==> config.mk <==
export PLATFORM = sky130hd
export DESIGN_NAME = cam_pixel_capture_flat
export DESIGN_NICKNAME = d
export VERILOG_FILES = /design/src/rtl/cam_pkg.sv /design/src/rtl/cam_pixel_capture_if.sv /design/src/rtl/cam_pixel_capture_sync_2ff.sv /design/src/rtl/cam_pixel_capture.sv /design/src/flat_wrapper.sv
export SDC_FILE = /design/constraint.sdc
export NUM_CORES = 1
export LEC_CHECK = 0
export ABC_CLOCK_PERIOD_IN_PS = 2800
export CORE_ASPECT_RATIO = 0.6
export CORE_MARGIN = 5
export CORE_UTILIZATION = 30
export CTS_BUF_LIST = sky130_fd_sc_hd__clkbuf_4 sky130_fd_sc_hd__clkbuf_8 sky130_fd_sc_hd__clkbuf_16
export CTS_CLUSTER_DIAMETER = 100
export DETAILED_ROUTE_END_ITERATION = 6
export SETUP_SLACK_MARGIN = 0.4
export SLEW_MARGIN = 0
export SYNTH_ARGS = -nofsm -noshare
export SYNTH_HDL_FRONTEND = slang
export SYNTH_SLANG_ARGS = --single-unit
==> constraint.sdc <==
create_clock -name clk_50 -period 2.8 [get_ports clk_50]
set_clock_uncertainty 0.2 [all_clocks]
set_input_delay 0.28 -clock clk_50 [delete_from_list [all_inputs] [get_ports clk_50]]
set_output_delay 0.28 -clock clk_50 [all_outputs]
set_load 0.03 [all_outputs]
==> src/rtl/cam_pkg.sv <==
// Shared definitions for the camera capture slice.
//   cam_state_e    : capture FSM states (IDLE / SYNC / CAPTURE)
//   R_BIT/G_BIT    : bit taps in the first RGB565 byte (red MSB, green MSB)
//   B_BIT          : bit tap in the second RGB565 byte (blue MSB)
//   SYNC_STAGES    : flops in each control-input synchroniser
//   WRITE_LATENCY  : clk_50 cycles from the b1 pclk pin edge to the write strobe
//   pack_rgb()     : reduces an RGB565 byte pair to {r,g,b}
package cam_pkg;

  typedef enum logic [1:0] {
    ST_IDLE    = 2'd0,
    ST_SYNC    = 2'd1,
    ST_CAPTURE = 2'd2
  } cam_state_e;

  localparam int R_BIT         = 7;
  localparam int G_BIT         = 2;
  localparam int B_BIT         = 4;
  localparam int SYNC_STAGES   = 2;
  localparam int WRITE_LATENCY = 4;

  function automatic logic [2:0] pack_rgb(input logic [7:0] b0, input logic [7:0] b1);
    return {b0[R_BIT], b0[G_BIT], b1[B_BIT]};
  endfunction

endpackage

==> src/rtl/cam_pixel_capture_if.sv <==
// Camera pin bundle plus frame-buffer write port.
//   pclk, h_ref, v_sync, data_in : camera side (asynchronous to clk_50)
//   write, addr, pixel_out       : frame-buffer write side (clk_50 domain)
// Modports: master drives the camera pins and observes writes (camera / bench),
//           slave is the capture block.
interface cam_pixel_capture_if #(
  parameter int ADDR_W = 15
);
  logic              pclk;
  logic              h_ref;
  logic              v_sync;
  logic [7:0]        data_in;
  logic              write;
  logic [ADDR_W-1:0] addr;
  logic [2:0]        pixel_out;

  modport master (
    output pclk, h_ref, v_sync, data_in,
    input  write, addr, pixel_out
  );

  modport slave (
    input  pclk, h_ref, v_sync, data_in,
    output write, addr, pixel_out
  );
endinterface

==> src/rtl/cam_pixel_capture_sync_2ff.sv <==
// 1-bit two-flop synchroniser with asynchronous active-low reset.
//   i_clk   : destination clock
//   i_rst_n : asynchronous active-low reset (output forced to 0)
//   i_d     : asynchronous input
//   o_q     : synchronised output, two i_clk cycles of latency
module sync_2ff (
  input  logic i_clk,
  input  logic i_rst_n,
  input  logic i_d,
  output logic o_q
);
  logic r_meta;
  logic r_sync;

  always_ff @(posedge i_clk or negedge i_rst_n) begin
    if (!i_rst_n) begin
      r_meta <= 1'b0;
      r_sync <= 1'b0;
    end else begin
      r_meta <= i_d;
      r_sync <= r_meta;
    end
  end

  assign o_q = r_sync;
endmodule

==> src/rtl/cam_pixel_capture.sv <==
// Camera capture stage: OV7670-style pins -> decimated 3-bit RGB frame-buffer writes.
//   clk_50     : system clock (pclk must be <= clk_50/4)
//   reset_n    : asynchronous active-low reset
//   enable     : capture enable, looked at only on v_sync rising edges
//   cam        : slave side of cam_pixel_capture_if (camera pins in, write/addr/pixel_out out)
//   frame_done : one-cycle pulse when a captured frame ends
//   err        : sticky overrun flag (pixel beyond SRC_WIDTH/SRC_HEIGHT or buffer full)
module cam_pixel_capture
  import cam_pkg::*;
#(
  parameter int SRC_WIDTH  = 640,
  parameter int SRC_HEIGHT = 480,
  parameter int DECIM      = 4,
  parameter int ADDR_W     = 15
) (
  input  logic               clk_50,
  input  logic               reset_n,
  input  logic               enable,
  cam_pixel_capture_if.slave cam,
  output logic               frame_done,
  output logic               err
);

  localparam int COL_W = $clog2(SRC_WIDTH + 1);
  localparam int ROW_W = $clog2(SRC_HEIGHT + 1);
  localparam int DEPTH = (SRC_WIDTH / DECIM) * (SRC_HEIGHT / DECIM);

  localparam logic [COL_W-1:0] COL_MAX = COL_W'(SRC_WIDTH);
  localparam logic [ROW_W-1:0] ROW_MAX = ROW_W'(SRC_HEIGHT);
  localparam logic [COL_W-1:0] DEC_C   = COL_W'(DECIM);
  localparam logic [ROW_W-1:0] DEC_R   = ROW_W'(DECIM);
  localparam logic [ADDR_W:0]  DEPTH_V = (ADDR_W + 1)'(DEPTH);

  logic w_pclk_s, w_href_s, w_vsync_s;
  logic w_warm;
  logic w_byte_evt, w_href_fall, w_vs_rise, w_vs_fall;
  logic w_clear, w_capturing, w_frame_end;
  logic w_in_frame, w_keep, w_buf_full;

  logic [SYNC_STAGES:0] r_warm;
  logic r_pclk_d, r_href_d, r_vsync_d;
  logic r_evt_p2, r_hfall_p2, r_vrise_p2, r_vfall_p2;
  logic [7:0] r_data_p0, r_data_p1, r_byte_p2, r_b0;
  cam_state_e r_state, w_state_nxt;
  logic [COL_W-1:0] r_col;
  logic [ROW_W-1:0] r_row;
  logic             r_phase;
  logic [ADDR_W:0]  r_wr_ptr;
  logic             r_write;
  logic [ADDR_W-1:0] r_addr;
  logic [2:0]       r_pixel;
  logic             r_frame_done;
  logic             r_err;

  // ---- stage p0/p1: control synchronisers, data delayed to match ----
  sync_2ff u_sync_pclk  (.i_clk(clk_50), .i_rst_n(reset_n), .i_d(cam.pclk),   .o_q(w_pclk_s));
  sync_2ff u_sync_href  (.i_clk(clk_50), .i_rst_n(reset_n), .i_d(cam.h_ref),  .o_q(w_href_s));
  sync_2ff u_sync_vsync (.i_clk(clk_50), .i_rst_n(reset_n), .i_d(cam.v_sync), .o_q(w_vsync_s));

  always_ff @(posedge clk_50) begin
    r_data_p0 <= cam.data_in;
    r_data_p1 <= r_data_p0;
  end

  // Edge history. r_warm keeps edge detection off until the synchronisers
  // and the history flops hold real pin samples, so a level that was already
  // high at reset release is not mistaken for a rising edge.
  always_ff @(posedge clk_50 or negedge reset_n) begin
    if (!reset_n) begin
      r_warm    <= '0;
      r_pclk_d  <= 1'b0;
      r_href_d  <= 1'b0;
      r_vsync_d <= 1'b0;
    end else begin
      r_warm    <= {r_warm[SYNC_STAGES-1:0], 1'b1};
      r_pclk_d  <= w_pclk_s;
      r_href_d  <= w_href_s;
      r_vsync_d <= w_vsync_s;
    end
  end

  assign w_warm      = r_warm[SYNC_STAGES];
  assign w_byte_evt  = w_warm & w_pclk_s & ~r_pclk_d & w_href_s;
  assign w_href_fall = w_warm & ~w_href_s & r_href_d;
  assign w_vs_rise   = w_warm & w_vsync_s & ~r_vsync_d;
  assign w_vs_fall   = w_warm & ~w_vsync_s & r_vsync_d;

  // ---- stage p2: registered events with their byte ----
  // All events share this stage so line/frame edges stay ordered with bytes,
  // and it sets the write strobe at WRITE_LATENCY cycles after the pin edge.
  always_ff @(posedge clk_50 or negedge reset_n) begin
    if (!reset_n) begin
      r_evt_p2   <= 1'b0;
      r_hfall_p2 <= 1'b0;
      r_vrise_p2 <= 1'b0;
      r_vfall_p2 <= 1'b0;
    end else begin
      r_evt_p2   <= w_byte_evt;
      r_hfall_p2 <= w_href_fall;
      r_vrise_p2 <= w_vs_rise;
      r_vfall_p2 <= w_vs_fall;
    end
  end

  always_ff @(posedge clk_50) begin
    r_byte_p2 <= r_data_p1;
    if (r_evt_p2 && !r_phase) begin
      r_b0 <= r_byte_p2;
    end
  end

  // ---- FSM ----
  always_ff @(posedge clk_50 or negedge reset_n) begin
    if (!reset_n) r_state <= ST_IDLE;
    else          r_state <= w_state_nxt;
  end

  always_comb begin
    w_state_nxt = r_state;
    unique case (r_state)
      ST_IDLE:    if (r_vrise_p2 && enable) w_state_nxt = ST_SYNC;
      ST_SYNC:    if (r_vfall_p2)           w_state_nxt = ST_CAPTURE;
      ST_CAPTURE: if (r_vrise_p2)           w_state_nxt = enable ? ST_SYNC : ST_IDLE;
      default:                              w_state_nxt = ST_IDLE;
    endcase
  end

  always_comb begin
    w_clear     = (r_state == ST_SYNC) && r_vfall_p2;
    w_capturing = (r_state == ST_CAPTURE);
    w_frame_end = (r_state == ST_CAPTURE) && r_vrise_p2;
  end

  // ---- stage p3: pixel packing, decimation and write strobe ----
  assign w_in_frame = (r_col < COL_MAX) && (r_row < ROW_MAX);
  assign w_keep     = ((r_col % DEC_C) == '0) && ((r_row % DEC_R) == '0);
  assign w_buf_full = (r_wr_ptr >= DEPTH_V);

  always_ff @(posedge clk_50 or negedge reset_n) begin
    if (!reset_n) begin
      r_col        <= '0;
      r_row        <= '0;
      r_phase      <= 1'b0;
      r_wr_ptr     <= '0;
      r_write      <= 1'b0;
      r_addr       <= '0;
      r_pixel      <= '0;
      r_frame_done <= 1'b0;
      r_err        <= 1'b0;
    end else begin
      r_write      <= 1'b0;
      r_frame_done <= w_frame_end;
      if (w_clear) begin
        r_col    <= '0;
        r_row    <= '0;
        r_phase  <= 1'b0;
        r_wr_ptr <= '0;
        r_addr   <= '0;
      end else if (w_capturing) begin
        if (r_hfall_p2) begin
          // Line end drops any half-received pixel.
          r_col   <= '0;
          r_phase <= 1'b0;
          if (r_row < ROW_MAX) r_row <= r_row + 1'b1;
        end else if (r_evt_p2) begin
          r_phase <= ~r_phase;
          if (r_phase) begin
            // Counters saturate at the limit so an over-long line keeps flagging.
            if (r_col < COL_MAX) r_col <= r_col + 1'b1;
            if (!w_in_frame) begin
              r_err <= 1'b1;
            end else if (w_keep) begin
              if (w_buf_full) begin
                r_err <= 1'b1;
              end else begin
                r_write  <= 1'b1;
                r_addr   <= r_wr_ptr[ADDR_W-1:0];
                r_pixel  <= pack_rgb(r_b0, r_byte_p2);
                r_wr_ptr <= r_wr_ptr + 1'b1;
              end
            end
          end
        end
      end
    end
  end

  assign cam.write     = r_write;
  assign cam.addr      = r_addr;
  assign cam.pixel_out = r_pixel;
  assign frame_done    = r_frame_done;
  assign err           = r_err;

endmodule

==> src/flat_wrapper.sv <==
// flat-port wrapper written by rule: the top's interface ports become plain ports
module cam_pixel_capture_flat import cam_pkg::*;
#(
  parameter int SRC_WIDTH  = 640,
  parameter int SRC_HEIGHT = 480,
  parameter int DECIM      = 4,
  parameter int ADDR_W     = 15
)
  (clk_50, reset_n, enable, frame_done, err, cam_pclk, cam_h_ref, cam_v_sync, cam_data_in, cam_write, cam_addr, cam_pixel_out);
  cam_pixel_capture_if #(.ADDR_W(ADDR_W)) cam_i ();
  input  logic clk_50;
  input  logic reset_n;
  input  logic enable;
  output logic frame_done;
  output logic err;
  input wire logic [$bits(cam_i.pclk)-1:0] cam_pclk;
  input wire logic [$bits(cam_i.h_ref)-1:0] cam_h_ref;
  input wire logic [$bits(cam_i.v_sync)-1:0] cam_v_sync;
  input wire logic [$bits(cam_i.data_in)-1:0] cam_data_in;
  output wire logic [$bits(cam_i.write)-1:0] cam_write;
  output wire logic [$bits(cam_i.addr)-1:0] cam_addr;
  output wire logic [$bits(cam_i.pixel_out)-1:0] cam_pixel_out;
  assign cam_i.pclk = cam_pclk;
  assign cam_i.h_ref = cam_h_ref;
  assign cam_i.v_sync = cam_v_sync;
  assign cam_i.data_in = cam_data_in;
  assign cam_write = cam_i.write;
  assign cam_addr = cam_i.addr;
  assign cam_pixel_out = cam_i.pixel_out;
  cam_pixel_capture #(.SRC_WIDTH(SRC_WIDTH), .SRC_HEIGHT(SRC_HEIGHT), .DECIM(DECIM), .ADDR_W(ADDR_W)) u_core (.clk_50(clk_50), .reset_n(reset_n), .enable(enable), .cam(cam_i), .frame_done(frame_done), .err(err));
endmodule
======== Word level (Yosys, flattened, before mapping) ========
Index checks and enable logic that the tools add are counted.
word-level totals
  output and inout bits ................... 21
  flip-flop bits (word level) ............. 107
  bits of input ports ..................... 14
  logic and storage cells ................. 133
cells by class
  multiplexer cells ....................... 46
  add/subtract/negate cells ............... 3
  $lt $le $gt $ge ......................... 3
  equality and inequality tests ........... 9
  bitwise operators ....................... 17
  reductions and logical operators ........ 27
operators with widths
  operator                                                                  count
  16-bit 2-to-1 mux                                                         8
  15-bit 2-to-1 mux                                                         8
  10-bit 2-to-1 mux                                                         6
  9-bit 2-to-1 mux                                                          4
  16-bit by 1-bit adder with 16-bit output (second input constant)          1
  16-bit by 15-bit >= comparator with 1-bit output (second input constant)  1
  1-bit 2-to-1 mux                                                          16
  7-bit AND reduction                                                       2
  2-bit nonzero test                                                        7
  10-bit by 1-bit adder with 10-bit output (second input constant)          1
  10-bit zero test                                                          1
  10-bit less-than comparator (second input constant)                       1
  9-bit by 1-bit adder with 9-bit output (second input constant)            1
  1-bit AND                                                                 9
  9-bit zero test                                                           1
  9-bit less-than comparator (second input constant)                        1
  3-bit nonzero test                                                        3
  2-bit by 1-bit inequality test with 1-bit output (second input constant)  4
  1-bit inverter                                                            8
  8-bit AND reduction                                                       1
  1-bit logical AND                                                         6
  2-bit 2-to-1 mux                                                          3
  2-bit inequality test (second input constant)                             3
  2-bit case mux with 3 select lines                                        1
  7 further kinds                                                           8

======== Depth between registers and ports, before layout ========
Gate-level depths: netlist (run 1).
  word-level depth ........................ 9
  mapped depth ............................ 9
  gate-level depth less buffers ........... 8

======== Cells and area by module ========
A second synthesis (run 1) with hierarchy kept.
unflattened totals
  cells, all modules ...................... 342
  area total of the unflattened synthesis .. 3567.2 um^2
modules (own cells, without submodules)
  module             area each (um^2)  instances  cells an instance  sequential area each (um^2)
  cam_pixel_capture  3417.0            1          336                1966.9
  sync_2ff           50.0              3          2                  50.0

======== Worst setup path after synthesis (run 1) ========
OpenSTA, ideal clock, no wires.
  path type ............................... flip-flop to flip-flop
  start ................................... register u_core.r_row[0]
  end ..................................... register u_core.r_wr_ptr[14]
  setup time .............................. 66 ps
  stages on the path, launching flop included .. 8
  buffers on the path ..................... 0
  arrival time ............................ 1761 ps
  slack ................................... 773 ps
  clock period less this slack ............ 2027 ps
  cells stage by stage .................... dfrtp_1 inv_1 ha_1 and4b_1 nand4_1 or2_4 or4_1 nand2_1
on the way
  word-level cells in the longest chain between the ends .. 4
  elaborated cells between the ends (all ways) .. 7
  those cells by class .................... order compare: 1; reduce/logical: 6
ends and longest elaborated chain
  element                                                               line                                                text
  from (decl)                                                           cam_pixel_capture.sv:46                             logic [ROW_W-1:0] r_row;
  from (signal assigned)                                                cam_pixel_capture.sv:164                            if (r_row < ROW_MAX) r_row <= r_row + 1'b1;
  9-bit less-than comparator / 9-bit zero test (equally long branches)  cam_pixel_capture.sv:135, cam_pixel_capture.sv:136
  1-bit logical AND, on equally long branches                           cam_pixel_capture.sv:135, cam_pixel_capture.sv:136
  2-bit nonzero test (no source line)                                   --
  7-bit AND reduction (no source line) *                                --
  to (signal assigned)                                                  cam_pixel_capture.sv:179                            r_wr_ptr <= r_wr_ptr + 1'b1;
  to (decl)                                                             cam_pixel_capture.sv:48                             logic [ADDR_W:0] r_wr_ptr;
Every way passes the cells marked *; elsewhere a longest branch is shown, timed or not.
A chain may end at the register's enable or synchronous reset.

======== Worst setup path in the final report (run 1) ========
  start ................................... register u_core.r_col[0]
  end ..................................... register u_core.r_addr[4], in the netlist u_core.cam.addr[4]
on the way
  word-level cells in the longest chain between the ends .. 4
  elaborated cells between the ends (all ways) .. 7
  those cells by class .................... order compare: 1; reduce/logical: 6
ends and longest elaborated chain
  element                                                                 line                                                text
  from (decl)                                                             cam_pixel_capture.sv:45                             logic [COL_W-1:0] r_col;
  from (signal assigned)                                                  cam_pixel_capture.sv:169                            if (r_col < COL_MAX) r_col <= r_col + 1'b1;
  10-bit less-than comparator / 10-bit zero test (equally long branches)  cam_pixel_capture.sv:135, cam_pixel_capture.sv:136
  1-bit logical AND, on equally long branches                             cam_pixel_capture.sv:135, cam_pixel_capture.sv:136
  2-bit nonzero test (no source line)                                     --
  7-bit AND reduction (no source line) *                                  --
  to (signal assigned)                                                    cam_pixel_capture.sv:177                            r_addr <= r_wr_ptr[ADDR_W-1:0];
  to (decl)                                                               cam_pixel_capture.sv:50                             logic [ADDR_W-1:0] r_addr;
Marks and branches as above.

==> impl_metrics.json, run 1 <==
{
  "status": "finished, final reports clean",
  "synth-async-reset-ratio": 0.8721,
  "hold_class": "reg -> reg",
  "cts_tree": "done",
  "r2r.worst_path.cells": 8,
  "drt_first_iter_violations": 96,
  "route.top_layer_used": "met4",
  "grt_pass1_wl_um": 12230,
  "min_period_ns": 2.181,
  "tightestPinTransition_ns": 0.9451,
  "worst_r2r_endpoint": "u_core.cam.addr[4]$_DFFE_PN0P_",
  "powerDensity_mw_per_mm2": 618.5,
  "met1_length_um": 3614,
  "synth.yosys.warnings": 0,
  "cells_traversed_along_the_worst_timing_path": "inv_1, ha_1, and4b_1, nand4_1, or2_4, inv_4, buf_4, o21ai_0",
  "worstSkewPairLatency_ns": 0.34,
  "cts.sink_count": 86,
  "count_of_cell_types_in_the_netlist": 44,
  "hold_viol_final": 0,
  "dr_wl_met2_um": 2951,
  "synthesis.nets": 352,
  "cts.root.buffer_cell": "clkbuf_16",
  "number_of_nets_with_antenna_violations_after_routing": 0,
  "routed_wire_length_per_instance_um": 13.31,
  "synth_largest_type_area_fraction": 0.5369,
  "place.port_buffers": 29,
  "design.die.area_sq_mm": 0.01398,
  "drtPass1Iterations": 4,
  "core_area_sq_mm": 0.01134,
  "vias": 2409,
  "initial_utilization": 0.3084,
  "synth-main-ff-cell": "dfrtp_1",
  "worst_path_dominant_cell_family": "simple AND/OR/NAND/NOR gates",
  "finalMaxSlewViolations": 0,
  "hold_start": "u_core.r_data_p1[7]$_DFF_P_",
  "final_cells": 529,
  "critical_path_buf_inv_count": 3,
  "synth_area_sq_mm": 0.003496,
  "reg_clk_slew_reported_paths_ns": 0.07,
  "grt.overflow.total": 0,
  "synth.ff_latch_count": 86,
  "chipHeight_um": 93.62,
  "totalNegativeSetupSlack_ns": 0,
  "post-route-drc-count": 0,
  "layout.nets": 384,
  "worst_hold_path.endpoint": "u_core.r_byte_p2[7]$_DFF_P_",
  "power.leakage_nw": 1.843,
  "synth_top_cells_by_count": "dfrtp_1, nand2_1, nor2_1, o21ai_0, xnor2_1",
  "maxSlewHeadroom": 0.3700,
  "synth_largest_area_cell": "dfrtp_1",
  "grt.total_usage": 0.1115,
  "gp_congestion": 0.8122,
  "setup.worst_path.end_class": "flop",
  "synthMostInstantiatedCell": "dfrtp_1",
  "postSynthAreaPerCell_sq_um": 10.53,
  "number_of_global_route_vias_before_repair": 2464,
  "num_ports": 35,
  "regToRegSetupSlack_ns": 0.62,
  "worstReg2RegStart": "u_core.r_col[0]$_DFFE_PN0P_",
  "criticalPathCategory": "reg -> reg",
  "antenna_cells_inserted": 0,
  "synth_edf_count": 2,
  "gate_count_of_the_mapped_netlist": 332,
  "cts-buffers-inserted": 9,
  "viasPerCell": 4.554,
  "layout_overhead_on_the_synthesized_area_pct": 22.05,
  "max_stage_delay_ns": 0.43,
  "wl_met3_um": 425,
  "grt_start_max_net_pins": 76,
  "critPathRequiredTime_ns": 2.81,
  "hpwlAfterDp_um": 4682,
  "synth_sequential_area_ratio": 0.6056,
  "cts_max_path_buffers": 2,
  "crit_path_max_fanout": 22,
  "rows": 30,
  "cts_max_level": 3,
  "crit_slowest_cell": "dfrtp_1",
  "part_of_the_cycle_the_worst_path_needs": 0.7791,
  "fillCellCount": 1126,
  "die_x_um": 149.4,
  "vdd.ir_drop.worst_mv": 0.3920,
  "timing.fmax_mhz": 458.4,
  "launching_element_type_of_the_critical_path": "flop",
  "drive_gt1_frac": 0.07859,
  "critPathArrivalTime_ns": 2.19,
  "synth.top_cells.by_area": "dfrtp_1, dfxtp_1, nand2_1",
  "routed_wirelength_um": 7043,
  "max-cap-violations": 0,
  "layout.core_utilization": 0.3764,
  "finalSetupViolations": 0,
  "post-place-cells": 512,
  "rsz_0062_raised_after_global_routing": "no",
  "timing.hold.worst_path_depth": 0,
  "grt_antenna_before_repair": 0
}
[metal layers]
layer  up-vias  global-route usage
li1       1196                   -
met1      1161              0.1566
met2        48              0.1534
met3         4             0.05230
met4         0             0.02894
met5         -                   0
[worst max-delay path by stage]
stage / startpoint / endpoint / slack (ns) / depth (start not counted)
after floorplan: u_core.r_row[0]$_DFFE_PN0P_ / u_core.r_wr_ptr[14]$_DFFE_PN0P_ / 0.77 / 7
after CTS: u_core.r_col[0]$_DFFE_PN0P_ / u_core.cam.addr[4]$_DFFE_PN0P_ / 0.48 / 8
final: u_core.r_col[0]$_DFFE_PN0P_ / u_core.cam.addr[4]$_DFFE_PN0P_ / 0.62 / 8
after global placement: u_core.r_col[0]$_DFFE_PN0P_ / u_core.cam.pixel_out[0]$_DFFE_PN0P_ / 0.55 / 7
after detailed placement: u_core.r_col[0]$_DFFE_PN0P_ / u_core.cam.addr[14]$_DFFE_PN0P_ / 0.51 / 8
after global routing: u_core.r_col[0]$_DFFE_PN0P_ / u_core.cam.addr[4]$_DFFE_PN0P_ / 0.41 / 9
[cells by family after synthesis]
group,Yosys count,share of synthesized area
AOI/OAI and AO/OA,44,0.07516
adders and majority gates,6,0.02147
DFF,86,0.6056
muxes,3,0.009663
xor gates and xnor gates,24,0.06013
and+or+nand+nor,143,0.1986
buffers and inverters,25,0.02827
other,1,0.001073
[placed cells by master (no fill, tap or decap), types with 3 or more instances in the layout]
| master | n |
|---|---|
| nand2_1 | 48 |
| inv_6 | 3 |
| clkdlybuf4s50_1 | 28 |
| and3_1 | 4 |
| xor2_1 | 6 |
| clkbuf_16 | 9 |
| nor2_1 | 35 |
| nor4_1 | 6 |
| inv_8 | 3 |
| xnor2_1 | 18 |
| dfrtp_1 | 75 |
| nand4_1 | 10 |
| and3b_1 | 4 |
| a21oi_1 | 8 |
| nor3_1 | 5 |
| ha_1 | 6 |
| buf_4 | 5 |
| inv_1 | 11 |
| mux2_2 | 3 |
| o21ai_0 | 20 |
| a211oi_1 | 3 |
| dfxtp_1 | 9 |
| o31ai_1 | 3 |
| nand3_1 | 14 |
[cell type report]
type / count / area, sq um / share of cell area
Timing Repair Buffer: 34 / 327.8 / 0.07683
Multi-Input combinational cell: 221 / 1280 / 0.3000
Clock buffer: 9 / 225.2 / 0.05279
Sequential cell: 86 / 2117 / 0.4962
Tap cell: 160 / 200.2 / 0.04692
Inverter: 12 / 47.55 / 0.01114
Clock inverter: 7 / 68.82 / 0.01613
[repair_timing]
item / 4_1_cts / 5_1_grt
setup endpoints to repair: 0 / 11
hold buffers: 1 / 0
resized for setup: 0 / 2
setup buffers: 0 / 0
hold endpoints to repair: 75 / 0
[metrics by stage]
stage                     setup slack, ns  area, sq um  power (mW)  hold WS [ns]
after detailed placement           0.5115         3960       1.490        0.1121
after global placement             0.5499         3960       1.486        0.1104
final                              0.6186         4267       2.639        0.1279
after global routing               0.4135         4267       2.757        0.1303
after CTS                          0.4843         4264       2.675        0.1286
after floorplan                    0.7734         3496       1.426       -0.2156
[flip-flops by register name (all words and copies together) (netlist names), 2 cells and up]
| name | count |
|---|---|
| u_core.r_wr_ptr | 16 |
| u_core.cam.addr | 15 |
| u_core.r_col | 10 |
| u_core.r_row | 9 |
| u_core.cam.pixel_out | 3 |
| u_core.r_byte_p2 | 3 |
| u_core.r_data_p0 | 3 |
| u_core.r_data_p1 | 3 |
| u_core.r_warm | 3 |
| u_core.r_b0 | 2 |
| u_core.r_state | 2 |
[power breakdown]
| group | leakage [nW] | internal (mW) | switching (mW) |
|---|---|---|---|
| combinational | 0.587 | 0.0549 | 0.0801 |
| sequential | 1.11 | 1.29 | 0.0461 |
| clock | 0.147 | 0.631 | 0.539 |
No activity file was read; power rests on OpenSTA's default activity.
==> run 2: changes to the inputs <==
--- a/config.mk
+++ b/config.mk
@@ -5,7 +5,7 @@
 export SDC_FILE = /design/constraint.sdc
 export NUM_CORES = 1
 export LEC_CHECK = 0
-export ABC_CLOCK_PERIOD_IN_PS = 2800
+export ABC_CLOCK_PERIOD_IN_PS = 2000
 export CORE_ASPECT_RATIO = 0.6
 export CORE_MARGIN = 5
 export CORE_UTILIZATION = 30
==> constraint.sdc (replaced) <==
create_clock -name clk_50 -period 2 [get_ports clk_50]
set_clock_uncertainty 0.2 [all_clocks]
set_input_delay 0.2 -clock clk_50 [delete_from_list [all_inputs] [get_ports clk_50]]
set_output_delay 0.2 -clock clk_50 [all_outputs]
set_load 0.03 [all_outputs]
==> impl_metrics.json, run 2 (synthesis results as in run 1) <==
{
  "regToRegSetupSlack_ns": -0.04,
  "setup.worst_path.end_class": "flop",
  "core_area_sq_mm": 0.01134,
  "num_ports": 35,
  "grt_start_max_net_pins": 30,
  "vias": 2643,
  "mostFrequentLayoutCells": "dfrtp_1, buf_4, nor2_1",
  "grt.overflow.total": 0,
  "largest-register": "u_core.r_wr_ptr",
  "design.die.area_sq_mm": 0.01398,
  "cts_tree": "done",
  "powerDensity_mw_per_mm2": 761.1,
  "hpwlAfterDp_um": 5319,
  "cts.root.buffer_cell": "clkbuf_16",
  "min_period_ns": 2.036,
  "hold_viol_final": 0,
  "number_of_nets_with_antenna_violations_after_routing": 0,
  "vdd.ir_drop.worst_mv": 0.5109,
  "violations": "setup timing",
  "timing.hold.worst_path_depth": 1,
  "layout_overhead_on_the_synthesized_area_pct": 43.56,
  "initial_utilization": 0.3084,
  "drt_first_iter_violations": 132,
  "finalSetupViolations": 1,
  "viasPerCell": 4.613,
  "cts_max_path_buffers": 2,
  "cts-buffers-inserted": 9,
  "part_of_the_cycle_the_worst_path_needs": 1.018,
  "timing.fmax_mhz": 491.2,
  "layout.core_utilization": 0.4427,
  "routed_wire_length_per_instance_um": 14.14,
  "rsz_0062_raised_after_global_routing": "yes",
  "grt_pass1_wl_um": 12850,
  "r2r.worst_path.cells": 7,
  "drive_gt1_frac": 0.3172,
  "post-route-drc-count": 0,
  "cts_max_level": 3,
  "crit_path_max_fanout": 4,
  "reg_clk_slew_reported_paths_ns": 0.07,
  "setup_ws_ns": -0.03564,
  "die_x_um": 149.4,
  "worstSkewPairLatency_ns": 0.34,
  "hold_class": "in -> reg",
  "chipHeight_um": 93.62,
  "power.leakage_nw": 2.351,
  "routed_wirelength_um": 8100,
  "status": "finished with violations",
  "grt.total_usage": 0.1168,
  "rows": 30,
  "grt_antenna_before_repair": 0,
  "number_of_global_route_vias_before_repair": 2606,
  "cts.sink_count": 86,
  "max-cap-violations": 0,
  "layout_commonest_cell": "dfrtp_1",
  "drtPass1Iterations": 4,
  "finalMaxSlewViolations": 0,
  "finalPower_mw": 3.820,
  "gp_congestion": 0.8104,
  "place.port_buffers": 29,
  "criticalPathCategory": "reg -> reg",
  "critPathArrivalTime_ns": 2.12,
  "antenna_cells_inserted": 0,
  "launching_element_type_of_the_critical_path": "flop",
  "layout.nets": 428,
  "critPathRequiredTime_ns": 2.08,
  "largest_register_ff_count": 16
}
## run 2: cell types whose count changed in the layout (fill, tap and decap cells not counted), moves of 8 or more
cell | previous run | this run
buf_4 | 5 | 36
nand2_4 | 0 | 8
buf_6 | 0 | 8
nand2_2 | 0 | 8
dlygate4sd2_1 | 0 | 20
nand2_1 | 48 | 32
o21ai_0 | 20 | 5
clkdlybuf4s50_1 | 28 | 7
o21ai_2 | 0 | 9
## run 2: critical path, stage by stage, from the launching register on
cell     delay, ns
dfrtp_1       0.39
inv_1         0.07
ha_2          0.18
and4b_1       0.19
nand4_1       0.12
or2_4         0.30
or4_1         0.47
nand2_1       0.07
## run 2: layout make-up
class | instances | area, sq um
inverters | 12 | 57.56
multi-input cells | 221 | 1625
flip-flops and latches | 86 | 2117
fillers | 1078 | 6317
repair buffers | 78 | 730.7
well taps | 160 | 200.2
clock buffers | 10 | 239.0
clock inverters | 6 | 48.80
## run 2: metal layers
metal / vias up / GRT usage / wire, um
met4: 0 / 0.03808 / 108
met1: 1309 / 0.1637 / 4064
met2: 34 / 0.1662 / 3619
met5: - / 0 / 0
met3: 10 / 0.04358 / 307
li1: 1290 / - / -
## run 2: through the flow
stage	setup TNS, ns	hold slack [ns]	cell area, sq um	setup WS (ns)	cells
3_5_place_dp	-0.2905	-0.04778	4213	-0.04019	539
3_3_place_gp	0	-0.05371	4213	0.006656	539
5_1_grt	-1.425	0.08150	5019	-0.1384	573
2_1_floorplan	0	-0.2956	3582	0.02377	332
6_report	-0.03564	0.09723	5019	-0.03564	573
4_1_cts	0	0.08442	4626	0.001295	562
## run 2: path summary, 6_finish.rpt
path,to,from
setup / recovery,u_core.r_wr_ptr[14]$_DFFE_PN0P_,u_core.r_col[0]$_DFFE_PN0P_
hold / removal,u_core.u_sync_pclk.r_meta$_DFF_PN0_,cam_pclk
min in group asynchronous,u_core.r_row[0]$_DFFE_PN0P_,reset_n
hold reg to reg,u_core.r_byte_p2[2]$_DFF_P_,u_core.r_data_p1[2]$_DFF_P_
max in group asynchronous,u_core.r_wr_ptr[3]$_DFFE_PN0P_,reset_n
setup reg to reg,u_core.r_wr_ptr[14]$_DFFE_PN0P_,u_core.r_col[0]$_DFFE_PN0P_
## run 2: timing repair
action	4_1_cts	5_1_grt
endpoints found under the setup margin	71	55
resized for setup	45	78
setup buffers	6	9
hold endpoints to repair	75	0
pin swaps	9	44
hold buffers	1	0
gates cloned	0	2
## run 2: report_power, final
group | total (mW) | switching (mW) | internal (mW)
combinational | 0.363 | 0.193 | 0.170
clock | 1.62 | 0.726 | 0.896
sequential | 1.84 | 0.0319 | 1.80
total | 3.82 | 0.951 | 2.87
==> run 3: changes to the inputs <==
--- a/config.mk
+++ b/config.mk
@@ -7,7 +7,7 @@
 export LEC_CHECK = 0
 export ABC_CLOCK_PERIOD_IN_PS = 2000
 export CORE_ASPECT_RATIO = 0.6
-export CORE_MARGIN = 5
+export CORE_MARGIN = 2
 export CORE_UTILIZATION = 30
 export CTS_BUF_LIST = sky130_fd_sc_hd__clkbuf_4 sky130_fd_sc_hd__clkbuf_8 sky130_fd_sc_hd__clkbuf_16
 export CTS_CLUSTER_DIAMETER = 100
==> impl_metrics.json, run 3 (synthesis results as in run 1) <==
{
  "status": "finished with violations",
  "violations": "setup timing",
  "initial_utilization": 0.3084,
  "grt_antenna_before_repair": 0,
  "largest-register": "u_core.r_wr_ptr",
  "cts_max_path_buffers": 2,
  "layout.nets": 437,
  "core_area_sq_mm": 0.01134,
  "num_ports": 35,
  "hold_viol_final": 0,
  "critPathArrivalTime_ns": 2.11,
  "drt_first_iter_violations": 171,
  "critPathRequiredTime_ns": 2.08,
  "layout_commonest_cell": "dfrtp_1",
  "totalNegativeSetupSlack_ns": -0.02255,
  "cts.root.buffer_cell": "clkbuf_16",
  "finalSetupViolations": 1,
  "cts-buffers-inserted": 9,
  "setup.worst_path.end_class": "flop",
  "max-cap-violations": 0,
  "criticalPathCategory": "reg -> reg",
  "hpwlAfterDp_um": 5122,
  "largest_register_ff_count": 16,
  "place.port_buffers": 29,
  "number_of_nets_with_antenna_violations_after_routing": 0,
  "vias": 2726,
  "number_of_global_route_vias_before_repair": 2737,
  "grt_pass1_wl_um": 13760,
  "drive_gt1_frac": 0.3436,
  "die_x_um": 143.4,
  "hold_class": "in -> reg",
  "cts_max_level": 3,
  "reg_clk_slew_reported_paths_ns": 0.06,
  "launching_element_type_of_the_critical_path": "flop",
  "mostFrequentLayoutCells": "dfrtp_1, buf_4, nand2_1, nor2_1, dlygate4sd2_1",
  "gp_congestion": 0.8178,
  "timing.fmax_mhz": 494.4,
  "setup_ws_ns": -0.02255,
  "finalMaxSlewViolations": 0,
  "cts_tree": "done",
  "grt.total_usage": 0.1434,
  "worstSkewPairLatency_ns": 0.34,
  "part_of_the_cycle_the_worst_path_needs": 1.011,
  "antenna_cells_inserted": 0,
  "grt.overflow.total": 0,
  "vdd.ir_drop.worst_mv": 0.5587,
  "rsz_0062_raised_after_global_routing": "yes",
  "post-route-drc-count": 0,
  "rows": 30,
  "routed_wirelength_um": 8409,
  "design.die.area_sq_mm": 0.01256,
  "powerDensity_mw_per_mm2": 723.9,
  "grt_start_max_net_pins": 41,
  "layout.core_utilization": 0.4579,
  "viasPerCell": 4.684,
  "crit_path_max_fanout": 4,
  "drtPass1Iterations": 4,
  "layout_overhead_on_the_synthesized_area_pct": 48.50,
  "chipHeight_um": 87.62,
  "power.leakage_nw": 2.404,
  "fillCellCount": 1074,
  "cts.sink_count": 86,
  "routed_wire_length_per_instance_um": 14.45,
  "min_period_ns": 2.023
}
run 3: final cells by class:
type / count / area [sq um] / area share
sequential: 86 / 2118 / 0.4080
clock buffer: 9 / 225.2 / 0.04338
tap: 160 / 200.2 / 0.03856
clock inverter: 7 / 48.80 / 0.009400
timing repair buffer: 87 / 873.3 / 0.1682
inverter: 12 / 57.56 / 0.01109
multi-input combinational: 221 / 1668 / 0.3213
run 3: power breakdown:
group          internal (mW)  leakage, nW  switching, mW
clock network          0.842        0.136          0.682
registers               1.80         1.11         0.0368
logic                  0.192         1.16          0.201
total                   2.84         2.40          0.920
run 3: repair_timing:
| action | CTS | global route |
|---|---|---|
| endpoints found under the hold margin | 35 | 0 |
| setup endpoints to repair | 70 | 54 |
| pin swaps | 11 | 36 |
| resized for setup | 50 | 86 |
| setup buffers | 12 | 14 |
| cloned | 1 | 2 |
| hold buffers | 1 | 0 |
run 3: routing by layer:
layer	up-vias	GRT usage	share of wire	wire (um)
met5	-	0	0	0
li1	1296	-	-	-
met3	9	0.04374	0.047	396
met1	1364	0.2029	0.48	4001
met2	57	0.2095	0.47	3926
met4	0	0.05169	0.010	85
run 3: through the flow:
step / setup slack, ns / hold slack (ns) / cells / instance area (sq um) / power (mW)
after floorplan: 0.02377 / -0.2956 / 332 / 3582 / 2.001
after global placement: -0.01140 / -0.007279 / 536 / 4203 / 2.143
after detailed placement: -0.04206 / -0.005006 / 536 / 4203 / 2.156
after CTS: 0.01207 / 0.08989 / 566 / 4716 / 3.752
after global routing: -0.1141 / 0.08033 / 582 / 5191 / 3.935
final: -0.02255 / 0.1016 / 582 / 5191 / 3.758
run 3: path summary, 6_finish.rpt:
| kind | cells past startpoint | start | slack, ns | endpoint |
|---|---|---|---|---|
| max in group asynchronous | 3 | reset_n | 0.84 | u_core.r_wr_ptr[4]$_DFFE_PN0P_ |
| min in group asynchronous | 2 | reset_n | 0.17 | u_core.r_col[5]$_DFFE_PN0P_ |
| worst max-delay path | 7 | u_core.r_row[1]$_DFFE_PN0P_ | -0.02 | u_core.r_wr_ptr[14]$_DFFE_PN0P_ |
| worst min-delay path | 1 | cam_pclk | 0.10 | u_core.u_sync_pclk.r_meta$_DFF_PN0_ |
| worst min register to register | 0 | u_core.r_data_p1[2]$_DFF_P_ | 0.13 | u_core.r_byte_p2[2]$_DFF_P_ |
| worst max register to register | 7 | u_core.r_row[1]$_DFFE_PN0P_ | -0.02 | u_core.r_wr_ptr[14]$_DFFE_PN0P_ |
run 3: critical path, stage by stage, from the launching register on:
cell	delay [ns]
dfrtp_1	0.39
inv_2	0.09
ha_4	0.14
and4b_1	0.18
nand4_1	0.11
or2_4	0.30
or4_4	0.49
nand2_2	0.07
